File: config.mk
export PLATFORM = sky130hd
export DESIGN_NAME = svga_timing_gen_flat
export DESIGN_NICKNAME = d
export VERILOG_FILES = /design/src/rtl/svga_pkg.sv /design/src/rtl/svga_timing_gen_if.sv /design/src/rtl/svga_timing_gen_pipe_delay.sv /design/src/rtl/svga_timing_gen.sv /design/src/flat_wrapper.sv
export SDC_FILE = /design/constraint.sdc
export NUM_CORES = 1
export LEC_CHECK = 0
export CAP_MARGIN = 10
export CORE_MARGIN = 10
export CORE_UTILIZATION = 50
export CTS_CLUSTER_DIAMETER = 30
export DETAILED_ROUTE_END_ITERATION = 10
export GPL_TIMING_DRIVEN = 0
export PLACE_DENSITY_LB_ADDON = 0.25
export SYNTH_ARGS = -nofsm -noshare
export SYNTH_HDL_FRONTEND = slang
export SYNTH_HIERARCHICAL = 1
export SYNTH_SLANG_ARGS = --single-unit
File: constraint.sdc
create_clock -name clk -period 2.4 [get_ports clk]
set_input_delay 0.24 -clock clk [delete_from_list [all_inputs] [get_ports clk]]
set_output_delay 0.24 -clock clk [all_outputs]
set_load 0.01 [all_outputs]
File: src/rtl/svga_pkg.sv
// Shared timing constants and coordinate type for the raster generators.
package svga_pkg;

  // Coordinate type wide enough for the 800x600@72 totals (1040 x 666).
  typedef logic [10:0] coord_t;
  localparam int DEF_COORD_W = $bits(coord_t);

  // 800x600@72 (50 MHz pixel clock)
  localparam int SVGA_H_ACTIVE = 800;
  localparam int SVGA_H_FP     = 56;
  localparam int SVGA_H_SYNC   = 120;
  localparam int SVGA_H_BP     = 64;
  localparam int SVGA_V_ACTIVE = 600;
  localparam int SVGA_V_FP     = 37;
  localparam int SVGA_V_SYNC   = 6;
  localparam int SVGA_V_BP     = 23;

  // 640x480@60 (25.175 MHz pixel clock)
  localparam int VGA_H_ACTIVE  = 640;
  localparam int VGA_H_FP      = 16;
  localparam int VGA_H_SYNC    = 96;
  localparam int VGA_H_BP      = 48;
  localparam int VGA_V_ACTIVE  = 480;
  localparam int VGA_V_FP      = 10;
  localparam int VGA_V_SYNC    = 2;
  localparam int VGA_V_BP      = 33;

  // Total length of a line or frame from its four segments.
  function automatic int seg_total(input int act, input int fp, input int sync, input int bp);
    return act + fp + sync + bp;
  endfunction

endpackage

File: src/rtl/svga_timing_gen_if.sv
// Raster output bundle from the timing generator to the renderers.
// pix_en (a plain port on the generator) qualifies every clk: there is no
// ready/backpressure path; a consumer treats a clk as one pixel exactly when
// pix_en=1, and row/col/strobes describe the pixel presented in that clk.
interface svga_timing_gen_if
  import svga_pkg::*;
#(
  parameter int COORD_W = DEF_COORD_W,
  parameter int FCNT_W  = 16
);
  logic [COORD_W-1:0] row;
  logic [COORD_W-1:0] col;
  logic               hs;
  logic               vs;
  logic               blank;
  logic               de;
  logic               line_start;
  logic               frame_start;
  logic [FCNT_W-1:0]  frame_count;

  modport master (
    output row, col, hs, vs, blank, de, line_start, frame_start, frame_count
  );

  modport slave (
    input row, col, hs, vs, blank, de, line_start, frame_start, frame_count
  );
endinterface

File: src/rtl/svga_timing_gen_pipe_delay.sv
// Enable-gated shift register; DEPTH=0 degenerates to a wire.
module pipe_delay #(
  parameter int               WIDTH     = 4,
  parameter int               DEPTH     = 2,
  parameter logic [WIDTH-1:0] RESET_VAL = '0
) (
  input  logic             clk,
  input  logic             reset,
  input  logic             en,
  input  logic [WIDTH-1:0] din,
  output logic [WIDTH-1:0] dout
);

  if (DEPTH == 0) begin : g_bypass
    logic unused_ctrl;
    assign unused_ctrl = ^{clk, reset, en};
    assign dout = din;
  end else begin : g_shift
    logic [WIDTH-1:0] stage_q [DEPTH];

    // Shift one stage per enabled clk; every stage resets to RESET_VAL.
    always_ff @(posedge clk or posedge reset) begin
      if (reset) begin
        for (int i = 0; i < DEPTH; i++) stage_q[i] <= RESET_VAL;
      end else if (en) begin
        stage_q[0] <= din;
        for (int i = 1; i < DEPTH; i++) stage_q[i] <= stage_q[i-1];
      end
    end

    assign dout = stage_q[DEPTH-1];
  end

endmodule

File: src/rtl/svga_timing_gen.sv
// Parametrised raster timing generator: pixel/line counters, sync/blank
// decode, a pixel-aligned delay line for the sync bundle, strobes and a
// completed-frame counter.
module svga_timing_gen
  import svga_pkg::*;
#(
  parameter int H_ACTIVE = SVGA_H_ACTIVE,
  parameter int H_FP     = SVGA_H_FP,
  parameter int H_SYNC   = SVGA_H_SYNC,
  parameter int H_BP     = SVGA_H_BP,
  parameter int V_ACTIVE = SVGA_V_ACTIVE,
  parameter int V_FP     = SVGA_V_FP,
  parameter int V_SYNC   = SVGA_V_SYNC,
  parameter int V_BP     = SVGA_V_BP,
  parameter bit HS_POL   = 1'b1,
  parameter bit VS_POL   = 1'b1,
  parameter int COORD_W  = DEF_COORD_W,
  parameter int LATENCY  = 2,
  parameter int FCNT_W   = 16
) (
  input  logic             clk,
  input  logic             reset,
  input  logic             pix_en,
  svga_timing_gen_if.master vid
);

  localparam int H_TOTAL = seg_total(H_ACTIVE, H_FP, H_SYNC, H_BP);
  localparam int V_TOTAL = seg_total(V_ACTIVE, V_FP, V_SYNC, V_BP);
  localparam longint COORD_MAX = (64'd1 << COORD_W) - 1;

  if (H_FP == 0 || H_SYNC == 0 || H_BP == 0 || V_FP == 0 || V_SYNC == 0 || V_BP == 0
      || longint'(H_TOTAL - 1) > COORD_MAX || longint'(V_TOTAL - 1) > COORD_MAX
      || LATENCY < 0 || LATENCY > 8) begin : g_param_check
    $error("svga_timing_gen: zero porch/sync, counter too narrow, or LATENCY outside 0..8");
  end

  localparam logic [COORD_W-1:0] H_LAST   = COORD_W'(H_TOTAL - 1);
  localparam logic [COORD_W-1:0] V_LAST   = COORD_W'(V_TOTAL - 1);
  localparam logic [COORD_W-1:0] H_ACT    = COORD_W'(H_ACTIVE);
  localparam logic [COORD_W-1:0] V_ACT    = COORD_W'(V_ACTIVE);
  localparam logic [COORD_W-1:0] HS_START = COORD_W'(H_ACTIVE + H_FP);
  localparam logic [COORD_W-1:0] HS_END   = COORD_W'(H_ACTIVE + H_FP + H_SYNC);
  localparam logic [COORD_W-1:0] VS_START = COORD_W'(V_ACTIVE + V_FP);
  localparam logic [COORD_W-1:0] VS_END   = COORD_W'(V_ACTIVE + V_FP + V_SYNC);

  // Sync bundle order in the delay line: {hs, vs, blank, de}.
  localparam logic [3:0] SYNC_IDLE = {~HS_POL, ~VS_POL, 1'b1, 1'b0};

  logic [COORD_W-1:0] col_q;
  logic [COORD_W-1:0] row_q;
  logic [FCNT_W-1:0]  fcnt_q;
  logic               col_wrap;
  logic               row_wrap;
  logic               h_blank, v_blank, blank_raw;
  logic               hs_raw, vs_raw;
  logic               hs_lvl, vs_lvl;
  logic [3:0]         sync_raw;
  logic [3:0]         sync_dly;

  assign col_wrap = (col_q == H_LAST);
  assign row_wrap = (row_q == V_LAST);

  // Pixel counter: advances once per enabled clk, wraps at end of line.
  always_ff @(posedge clk or posedge reset) begin
    if (reset)        col_q <= '0;
    else if (pix_en)  col_q <= col_wrap ? '0 : col_q + 1'b1;
  end

  // Line counter: advances on the enabled clk where the pixel counter wraps.
  always_ff @(posedge clk or posedge reset) begin
    if (reset)                   row_q <= '0;
    else if (pix_en && col_wrap) row_q <= row_wrap ? '0 : row_q + 1'b1;
  end

  // Completed-frame counter: bumps when both counters wrap together.
  always_ff @(posedge clk or posedge reset) begin
    if (reset)                               fcnt_q <= '0;
    else if (pix_en && col_wrap && row_wrap) fcnt_q <= fcnt_q + 1'b1;
  end

  // Raw decode of sync and blanking windows from the undelayed counters.
  always_comb begin
    h_blank   = (col_q >= H_ACT);
    v_blank   = (row_q >= V_ACT);
    blank_raw = h_blank | v_blank;
    hs_raw    = (col_q >= HS_START) && (col_q < HS_END);
    vs_raw    = (row_q >= VS_START) && (row_q < VS_END);
    hs_lvl    = hs_raw ? HS_POL : ~HS_POL;
    vs_lvl    = vs_raw ? VS_POL : ~VS_POL;
    sync_raw  = {hs_lvl, vs_lvl, blank_raw, ~blank_raw};
  end

  // Delay counts pixels, not clks, so it stays aligned with the renderer pipe.
  pipe_delay #(
    .WIDTH     (4),
    .DEPTH     (LATENCY),
    .RESET_VAL (SYNC_IDLE)
  ) u_sync_dly (
    .clk   (clk),
    .reset (reset),
    .en    (pix_en),
    .din   (sync_raw),
    .dout  (sync_dly)
  );

  assign vid.row         = row_q;
  assign vid.col         = col_q;
  assign vid.hs          = sync_dly[3];
  assign vid.vs          = sync_dly[2];
  assign vid.blank       = sync_dly[1];
  assign vid.de          = sync_dly[0];
  assign vid.line_start  = pix_en & (col_q == '0);
  assign vid.frame_start = pix_en & (col_q == '0) & (row_q == '0);
  assign vid.frame_count = fcnt_q;

endmodule
File: src/flat_wrapper.sv
// flat-port wrapper written by rule: the top's interface ports become plain ports
module svga_timing_gen_flat import svga_pkg::*;
#(
  parameter int H_ACTIVE = SVGA_H_ACTIVE,
  parameter int H_FP     = SVGA_H_FP,
  parameter int H_SYNC   = SVGA_H_SYNC,
  parameter int H_BP     = SVGA_H_BP,
  parameter int V_ACTIVE = SVGA_V_ACTIVE,
  parameter int V_FP     = SVGA_V_FP,
  parameter int V_SYNC   = SVGA_V_SYNC,
  parameter int V_BP     = SVGA_V_BP,
  parameter bit HS_POL   = 1'b1,
  parameter bit VS_POL   = 1'b1,
  parameter int COORD_W  = DEF_COORD_W,
  parameter int LATENCY  = 2,
  parameter int FCNT_W   = 16
)
  (clk, reset, pix_en, vid_row, vid_col, vid_hs, vid_vs, vid_blank, vid_de, vid_line_start, vid_frame_start, vid_frame_count);
  svga_timing_gen_if #(.COORD_W(COORD_W), .FCNT_W(FCNT_W)) vid_i ();
  input  logic clk;
  input  logic reset;
  input  logic pix_en;
  output wire logic [$bits(vid_i.row)-1:0] vid_row;
  output wire logic [$bits(vid_i.col)-1:0] vid_col;
  output wire logic [$bits(vid_i.hs)-1:0] vid_hs;
  output wire logic [$bits(vid_i.vs)-1:0] vid_vs;
  output wire logic [$bits(vid_i.blank)-1:0] vid_blank;
  output wire logic [$bits(vid_i.de)-1:0] vid_de;
  output wire logic [$bits(vid_i.line_start)-1:0] vid_line_start;
  output wire logic [$bits(vid_i.frame_start)-1:0] vid_frame_start;
  output wire logic [$bits(vid_i.frame_count)-1:0] vid_frame_count;
  assign vid_row = vid_i.row;
  assign vid_col = vid_i.col;
  assign vid_hs = vid_i.hs;
  assign vid_vs = vid_i.vs;
  assign vid_blank = vid_i.blank;
  assign vid_de = vid_i.de;
  assign vid_line_start = vid_i.line_start;
  assign vid_frame_start = vid_i.frame_start;
  assign vid_frame_count = vid_i.frame_count;
  svga_timing_gen #(.H_ACTIVE(H_ACTIVE), .H_FP(H_FP), .H_SYNC(H_SYNC), .H_BP(H_BP), .V_ACTIVE(V_ACTIVE), .V_FP(V_FP), .V_SYNC(V_SYNC), .V_BP(V_BP), .HS_POL(HS_POL), .VS_POL(VS_POL), .COORD_W(COORD_W), .LATENCY(LATENCY), .FCNT_W(FCNT_W)) u_core (.clk(clk), .reset(reset), .pix_en(pix_en), .vid(vid_i));
endmodule
==> out/metrics.csv, run 1 <==
metric;value;unit
status;complete, no violations;
RR Endpoint;u_core/vid.frame_count[1]$_DFFE_PP0P_;
Max-Cap Viols;0;
worst-path cell chain;inv_1 -> ha_1 -> nor4b_2 -> and4_1 -> clkdlybuf4s50_1;
final setup vio count;0;
Final nets;297;
Main synth FF type;dfrtp_1;
First-pass DRT Iterations;4;
crit path capture type;output pin;
grt ovf;0;
crit-path max cell delay;0.55;ns
r2r startpoint;u_core/vid.row[8]$_DFFE_PP0P_;
crit share post-route;92.35;%
clock slew at reported path FFs;0.09;ns
Die H;90.46;microns
first-pass GRT wire length;9535;microns
CP Launch Point;u_core/vid.col[0]$_DFFE_PP0P_;
initial antenna violation count;0;
CP max stage cell;clkdlybuf4s50_1;
synthesized flop and latch total;46;
Critical Path RT;2.16;ns
crit path DAT;1.98;ns
layout cells sized above 1;14.53;%
# diodes;0;
Initial Utilization;52.21;%
PwrDens;550.5;nW/um^2
CP Class;register to output pin;
Async SR Flop Fraction;100.0;%
CTS Buf Count;5;
setup ws final;0.1836;ns
register area;1154;sq um
post-synth cell types;40;
R2R depth;4;
IO Pins;47;
Slew @ Worst Pin;0.8091;ns
Worst R2R Setup Slack;0.20;ns
Vias/cell;5.427;
Synth Warn #;6;
DR WL/cell;15.43;microns
synthesized instance count;235;
GRT Overall Usage;13.75;%
CTS tree;yes;
Post-synth EDFFs;0;
antenna-violating nets left;0;
final cell count without fillers;356;
RSZ-0062 raised after global routing;false;
number of DRC markers in iteration 0;111;
Post-Synthesis Cell Area;2482;sq um
Cells after DPL;347;
latest clock arrival within the worst-skew pair;0.30;ns
Worst Path Max Fanout;5;
vias after detailed routing;1932;
Hold Path Class;primary input to async pin;
area of the multi-input gates;1194;sq um
Final min period;2.216;ns
fillers;408;
setup TNS;0;ns
Syn Area/Cell;10.56;sq um
core box area;4755;sq um
vias in the first global route;1914;
P&R area growth vs syn;26.06;%
Final HPWL DP;3998;microns
pin count of the biggest net entering global routing;39;
CTS H-tree lvls;2;
CTS sink cnt;46;
Die ar.;8183;sq um
Seq/Total Area, Yosys;46.47;%
drt total wl;5493;microns
hold_ws;0.2231;ns
Max VDD drop;0.0006601;V
residual DRC count;0;
Worst Skew;0.01047;ns
Synthesized Nets;244;
CTS Buffer Depth;2;
final hold vios;0;
GP Congestion;0.8235;
pre-CTS WS;0.1487;ns
FMAX;0.4512;GHz
Die X;90.46;microns
Slew headroom;45.98;%
# port buffers;45;
startpoint types;register;
max-slew violation count;0;
Pleak;1.447;nW
Cell Rows;25;
clk root buf;clkbuf_8;
metrics by stage:
stage | power (mW) | util, % | cell area, sq um
after floorplan | 1.086 | - | 2482
after global placement | 1.220 | 63.45 | 3017
after detailed placement | 1.220 | 63.45 | 3017
after CTS | 1.737 | 65.68 | 3123
after global routing | 1.809 | 65.82 | 3129
final | 1.723 | 65.82 | 3129
cell usage after synthesis (2+ instances only):
master	n	area (sq um)
nor4b_1	2	17.52
buf_6	3	33.78
nand4_1	12	75.07
nor4_1	6	37.54
and2_1	2	12.51
xor2_1	25	219.0
ha_1	6	75.07
dfstp_2	2	52.55
o31ai_1	3	22.52
a21oi_1	2	10.01
xnor2_1	5	43.79
nor2_1	12	45.04
nor3_1	13	65.06
o221ai_1	2	17.52
mux2_4	8	120.1
nor3b_1	2	15.01
dfrtp_1	44	1101
buf_2	6	30.03
nand2_1	18	67.56
clkbuf_1	3	11.26
and4_1	7	61.31
nand3_1	10	50.05
inv_1	11	41.29
o21ai_0	5	25.02
nor4_2	3	37.54
buf_4	4	30.03
and3_1	6	37.54
metal layers:
metal  global-route usage, %  vias up  share of wire, %
met1                   17.78      949                46
met5                       0        -                 0
met4                   5.438        0               1.8
met3                   4.489        9               5.7
met2                   20.61       37                47
li1                        -      937                 -
flip-flops by register name, summed over array words and instances (netlist names):
register                           count
u_core/u_sync_dly/dout                 4
u_core/u_sync_dly/g_shift.stage_q      4
u_core/vid.col                        11
u_core/vid.frame_count                16
u_core/vid.row                        11
worst max-delay path: cells and delay by family, from the launching register on:
family | cells | cell delay [ns]
flip-flops | 1 | 0.43
adder cells (fa/ha/maj) | 1 | 0.15
AND/OR/NAND/NOR | 2 | 0.42
buffers and inverters | 2 | 0.68
cell families after synthesis:
| kind of cell | synth area share, % |
|---|---|
| and+or+nand+nor | 23.69 |
| DFF | 46.47 |
| xor gates and xnor gates | 10.58 |
| buffers and inverters | 5.897 |
| AOI/OAI and AO/OA | 4.637 |
| muxes | 5.696 |
| adders and majority gates | 3.024 |
layout by cell type, fill, tap and decap left out, types with 2 or more instances in the layout:
master,n
and3_1,6
a21oi_1,2
nor3b_1,2
inv_1,10
buf_6,3
xor2_1,25
o21ai_0,5
dfstp_2,2
and4_1,7
xnor2_1,5
dfrtp_1,44
ha_1,6
and2_1,2
clkbuf_1,3
nand3_1,10
o31ai_1,3
clkdlybuf4s50_1,44
o221ai_1,2
mux2_4,8
nand4_1,12
clkbuf_8,6
buf_2,6
nand2_1,18
buf_4,5
nor4_1,6
nor4_2,3
nor2_1,12
nor3_1,12
worst max path at each step:
stage	end	slack [ns]	cells past startpoint
6_report	vid_line_start	0.18	5
5_1_grt	vid_line_start	0.02	5
4_1_cts	vid_line_start	0.12	5
3_5_place_dp	vid_frame_start	0.15	5
3_3_place_gp	vid_frame_start	0.17	5
2_1_floorplan	u_core/u_sync_dly/g_shift.stage_q[4]$_DFFE_PP0P_	0.52	5
final cells by class:
type	count	area share (%)
multi-input cells	162	38.14
flip-flops and latches	46	36.87
repair buffers	46	14.59
plain buffers	16	3.359
well taps	67	2.679
clock buffers	6	2.639
inverters	11	1.319
clock inverters	2	0.3998
report_power, final:
part	switching (mW)	internal (mW)	leakage (nW)
logic	0.169	0.181	0.806
clock network	0.264	0.232	0.0472
registers	0.0619	0.815	0.594
what timing repair did:
action,4_1_cts,5_1_grt
buffers inserted,1,0
setup endpoints to repair,1,2
hold buffers,0,0
pin swaps,1,0
gates resized for setup,2,1
No activity file was read; power rests on OpenSTA's default activity.
==> inputs of run 2 (changes only) <==
- CORE_MARGIN: 10 -> 3
- clock period: 2.4 -> 2.6 ns (I/O delays scaled with it)
==> run 2 against run 1 <==
Net effect:
- combinational power is 7.4% lower
- core utilization is 0.63 points higher
- critical path type unchanged
- via count is 1.2% higher
- register-to-register slack better by 0.14 ns
- critical path depth is 1 lower
- first-iteration DRC count is 17% lower
- non-clock buffer count is 1 higher
- worst hold slack better by 0.012 ns
- critical endpoint is now vid_frame_start
- cell area is 0.96% higher
- final cell count is 0.28% higher
- total power is 2.3% lower
==> out/metrics.csv, run 2 (synthesis results as in run 1) <==
metric;value;unit;change
GP Congestion;0.8264;;was 0.8235
CTS Buffer Depth;2;;unchanged
core box area;4755;sq um;unchanged
CTS Buf Count;5;;unchanged
CP Class;register to output pin;;unchanged
Final HPWL DP;3628;microns;was 3998 microns
antenna-violating nets left;0;;unchanged
vias in the first global route;1857;;was 1914
number of DRC markers in iteration 0;92;;was 111
max reg flops;16;;unchanged
latest clock arrival within the worst-skew pair;0.30;ns;about the same
status;complete, no violations;;unchanged
Initial Utilization;52.21;%;unchanged
worst-path cell chain;nor3_2 -> nor3b_1 -> and4_1 -> clkdlybuf4s50_1;;was inv_1 -> ha_1 -> nor4b_2 -> and4_1 -> clkdlybuf4s50_1
CTS tree;yes;;unchanged
r2r startpoint;u_core/vid.row[8]$_DFFE_PP0P_;;unchanged
final hold vios;0;;unchanged
CTS sink cnt;46;;unchanged
most common cell after layout, fill and taps aside;clkdlybuf4s50_1;;
placed cell area;3017;sq um;unchanged
P&R area growth vs syn;27.27;%;was 26.06%
Cells after DPL;347;;unchanged
Critical path buffers and inverters;1;;was 2
# port buffers;45;;unchanged
Worst Setup EP;vid_frame_start;;was vid_line_start
crit path DAT;2.23;ns;was 1.98 ns
PwrDens;532.8;nW/um^2;was 550.5 nW/um^2
startpoint types;register;;unchanged
setup TNS;0;ns;unchanged
Worst R2R Setup Slack;0.34;ns;was 0.20 ns
drt total wl;5282;microns;was 5493 microns
Finished Cell Area;3159;sq um;was 3129 sq um
Worst Path Max Fanout;7;;was 5
pin count of the biggest net entering global routing;39;;unchanged
Die X;76.46;microns;was 90.46 microns
total power;1.683;mW;was 1.723 mW
Worst Skew;0.01724;ns;was 0.01047 ns
layout cells sized above 1;14.83;%;was 14.53%
IO Pins;47;;unchanged
fillers;394;;was 408
crit path capture type;output pin;;unchanged
residual DRC count;0;;unchanged
# hold bufs at CTS;0;;unchanged
max-slew violation count;0;;unchanged
Final min period;2.493;ns;
crit share post-route;95.87;%;
Pleak;1.458;nW;was 1.447 nW
final setup vio count;0;;unchanged
RR Endpoint;u_core/vid.frame_count[1]$_DFFE_PP0P_;;unchanged
delay-heaviest family, CP;simple AND/OR/NAND/NOR gates;;was buffers and inverters
Slew headroom;46.70;%;was 45.98%
Die H;76.46;microns;was 90.46 microns
First-pass DRT Iterations;4;;unchanged
first-pass GRT wire length;8956;microns;was 9535 microns
area of the multi-input gates;1194;sq um;unchanged
crit-path max cell delay;0.54;ns;was 0.55 ns
# diodes;0;;unchanged
Vias/cell;5.479;;was 5.427
Critical Path RT;2.34;ns;was 2.16 ns
Crit path depth;4;;was 5
hold_ws;0.2347;ns;was 0.2231 ns
most frequent cells in the layout;clkdlybuf4s50_1, dfrtp_1, xor2_1, nand2_1;;unchanged
register area;1154;sq um;unchanged
FMAX;0.4012;GHz;
clk root buf;clkbuf_8;;unchanged
vias after detailed routing;1956;;was 1932
DR WL/cell;14.80;microns;was 15.43 microns
Max VDD drop;0.0005317;V;was 0.0006601 V
Final nets;298;;was 297
final cell count without fillers;357;;was 356
Cell Rows;25;;unchanged
Max-Cap Viols;0;;unchanged
Hold Path Class;primary input to async pin;;unchanged
grt ovf;0;;unchanged
CP Launch Point;u_core/vid.row[5]$_DFFE_PP0P_;;was u_core/vid.col[0]$_DFFE_PP0P_
R2R depth;4;;unchanged
GRT Overall Usage;18.93;%;was 13.75%
clock slew at reported path FFs;0.09;ns;about the same
CTS H-tree lvls;2;;unchanged
Die ar.;5846;sq um;was 8183 sq um
initial antenna violation count;0;;unchanged
CP max stage cell;clkdlybuf4s50_1;;unchanged
Slew @ Worst Pin;0.7983;ns;was 0.8091 ns
## run 2: changes by cell type in the layout (fill, tap and decap cells not counted), sizes merged
cell and change:
dlygate4sd2 -1, bufinv +1, clkinvlp -1, clkdlybuf4s50 +1, buf +1, clkinv -1
clkbuf +1
## run 2: final cells by class
type | instances | area share (%)
inverter | 11 | 1.307
buffer | 16 | 3.327
clock inverter | 1 | 0.9505
tap | 67 | 2.653
timing repair buffer | 47 | 14.73
sequential | 46 | 36.51
multi-input combinational | 162 | 37.78
clock buffer | 7 | 2.733
## run 2: worst reg2reg max path: stages (launching register included)
cell and delay [ns]:
dfrtp_1 0.47, nor3b_1 0.48, nand3_1 0.43, nor2_1 0.39, mux2_2 0.37
## run 2: what timing repair did
action / in CTS / in global routing
endpoints found under the setup margin: 0 / 1
buffers inserted: 0 / 2
hold endpoints to repair: 0 / 0
resized for setup: 0 / 3
## run 2: how the worst min path moves through the flow
stage                                                start                                          endpoint  slack, ns  cells past startpoint
global route                                         reset  u_core/u_sync_dly/g_shift.stage_q[6]$_DFFE_PP0P_       0.27                      2
floorplan                                            reset             u_core/u_sync_dly/dout[0]$_DFFE_PP0P_       0.07                      1
global placement    u_core/vid.frame_count[15]$_DFFE_PP0P_            u_core/vid.frame_count[15]$_DFFE_PP0P_       0.46                      1
detailed placement  u_core/vid.frame_count[15]$_DFFE_PP0P_            u_core/vid.frame_count[15]$_DFFE_PP0P_       0.46                      1
CTS                                                  reset  u_core/u_sync_dly/g_shift.stage_q[6]$_DFFE_PP0P_       0.24                      2
finish                                               reset  u_core/u_sync_dly/g_shift.stage_q[6]$_DFFE_PP0P_       0.23                      2
## run 2: where the power goes
group          switching, mW  internal (mW)
combinational          0.156          0.169
sequential            0.0605          0.752
clock                  0.233          0.313
total                  0.449           1.23
## run 2: per-stage QoR
step                setup WS (ns)  util, %
floorplan                  0.7181        -
global placement           0.3421    63.45
detailed placement         0.3467    63.45
CTS                      0.003312    65.89
global route             -0.04793    66.45
finish                     0.1074    66.45
## run 2: metal layers
metal	global-route usage, %	share of wire [%]
met1	26.74	47
met2	27.94	46
met3	4.610	4.2
met4	7.609	2.0
met5	0	0
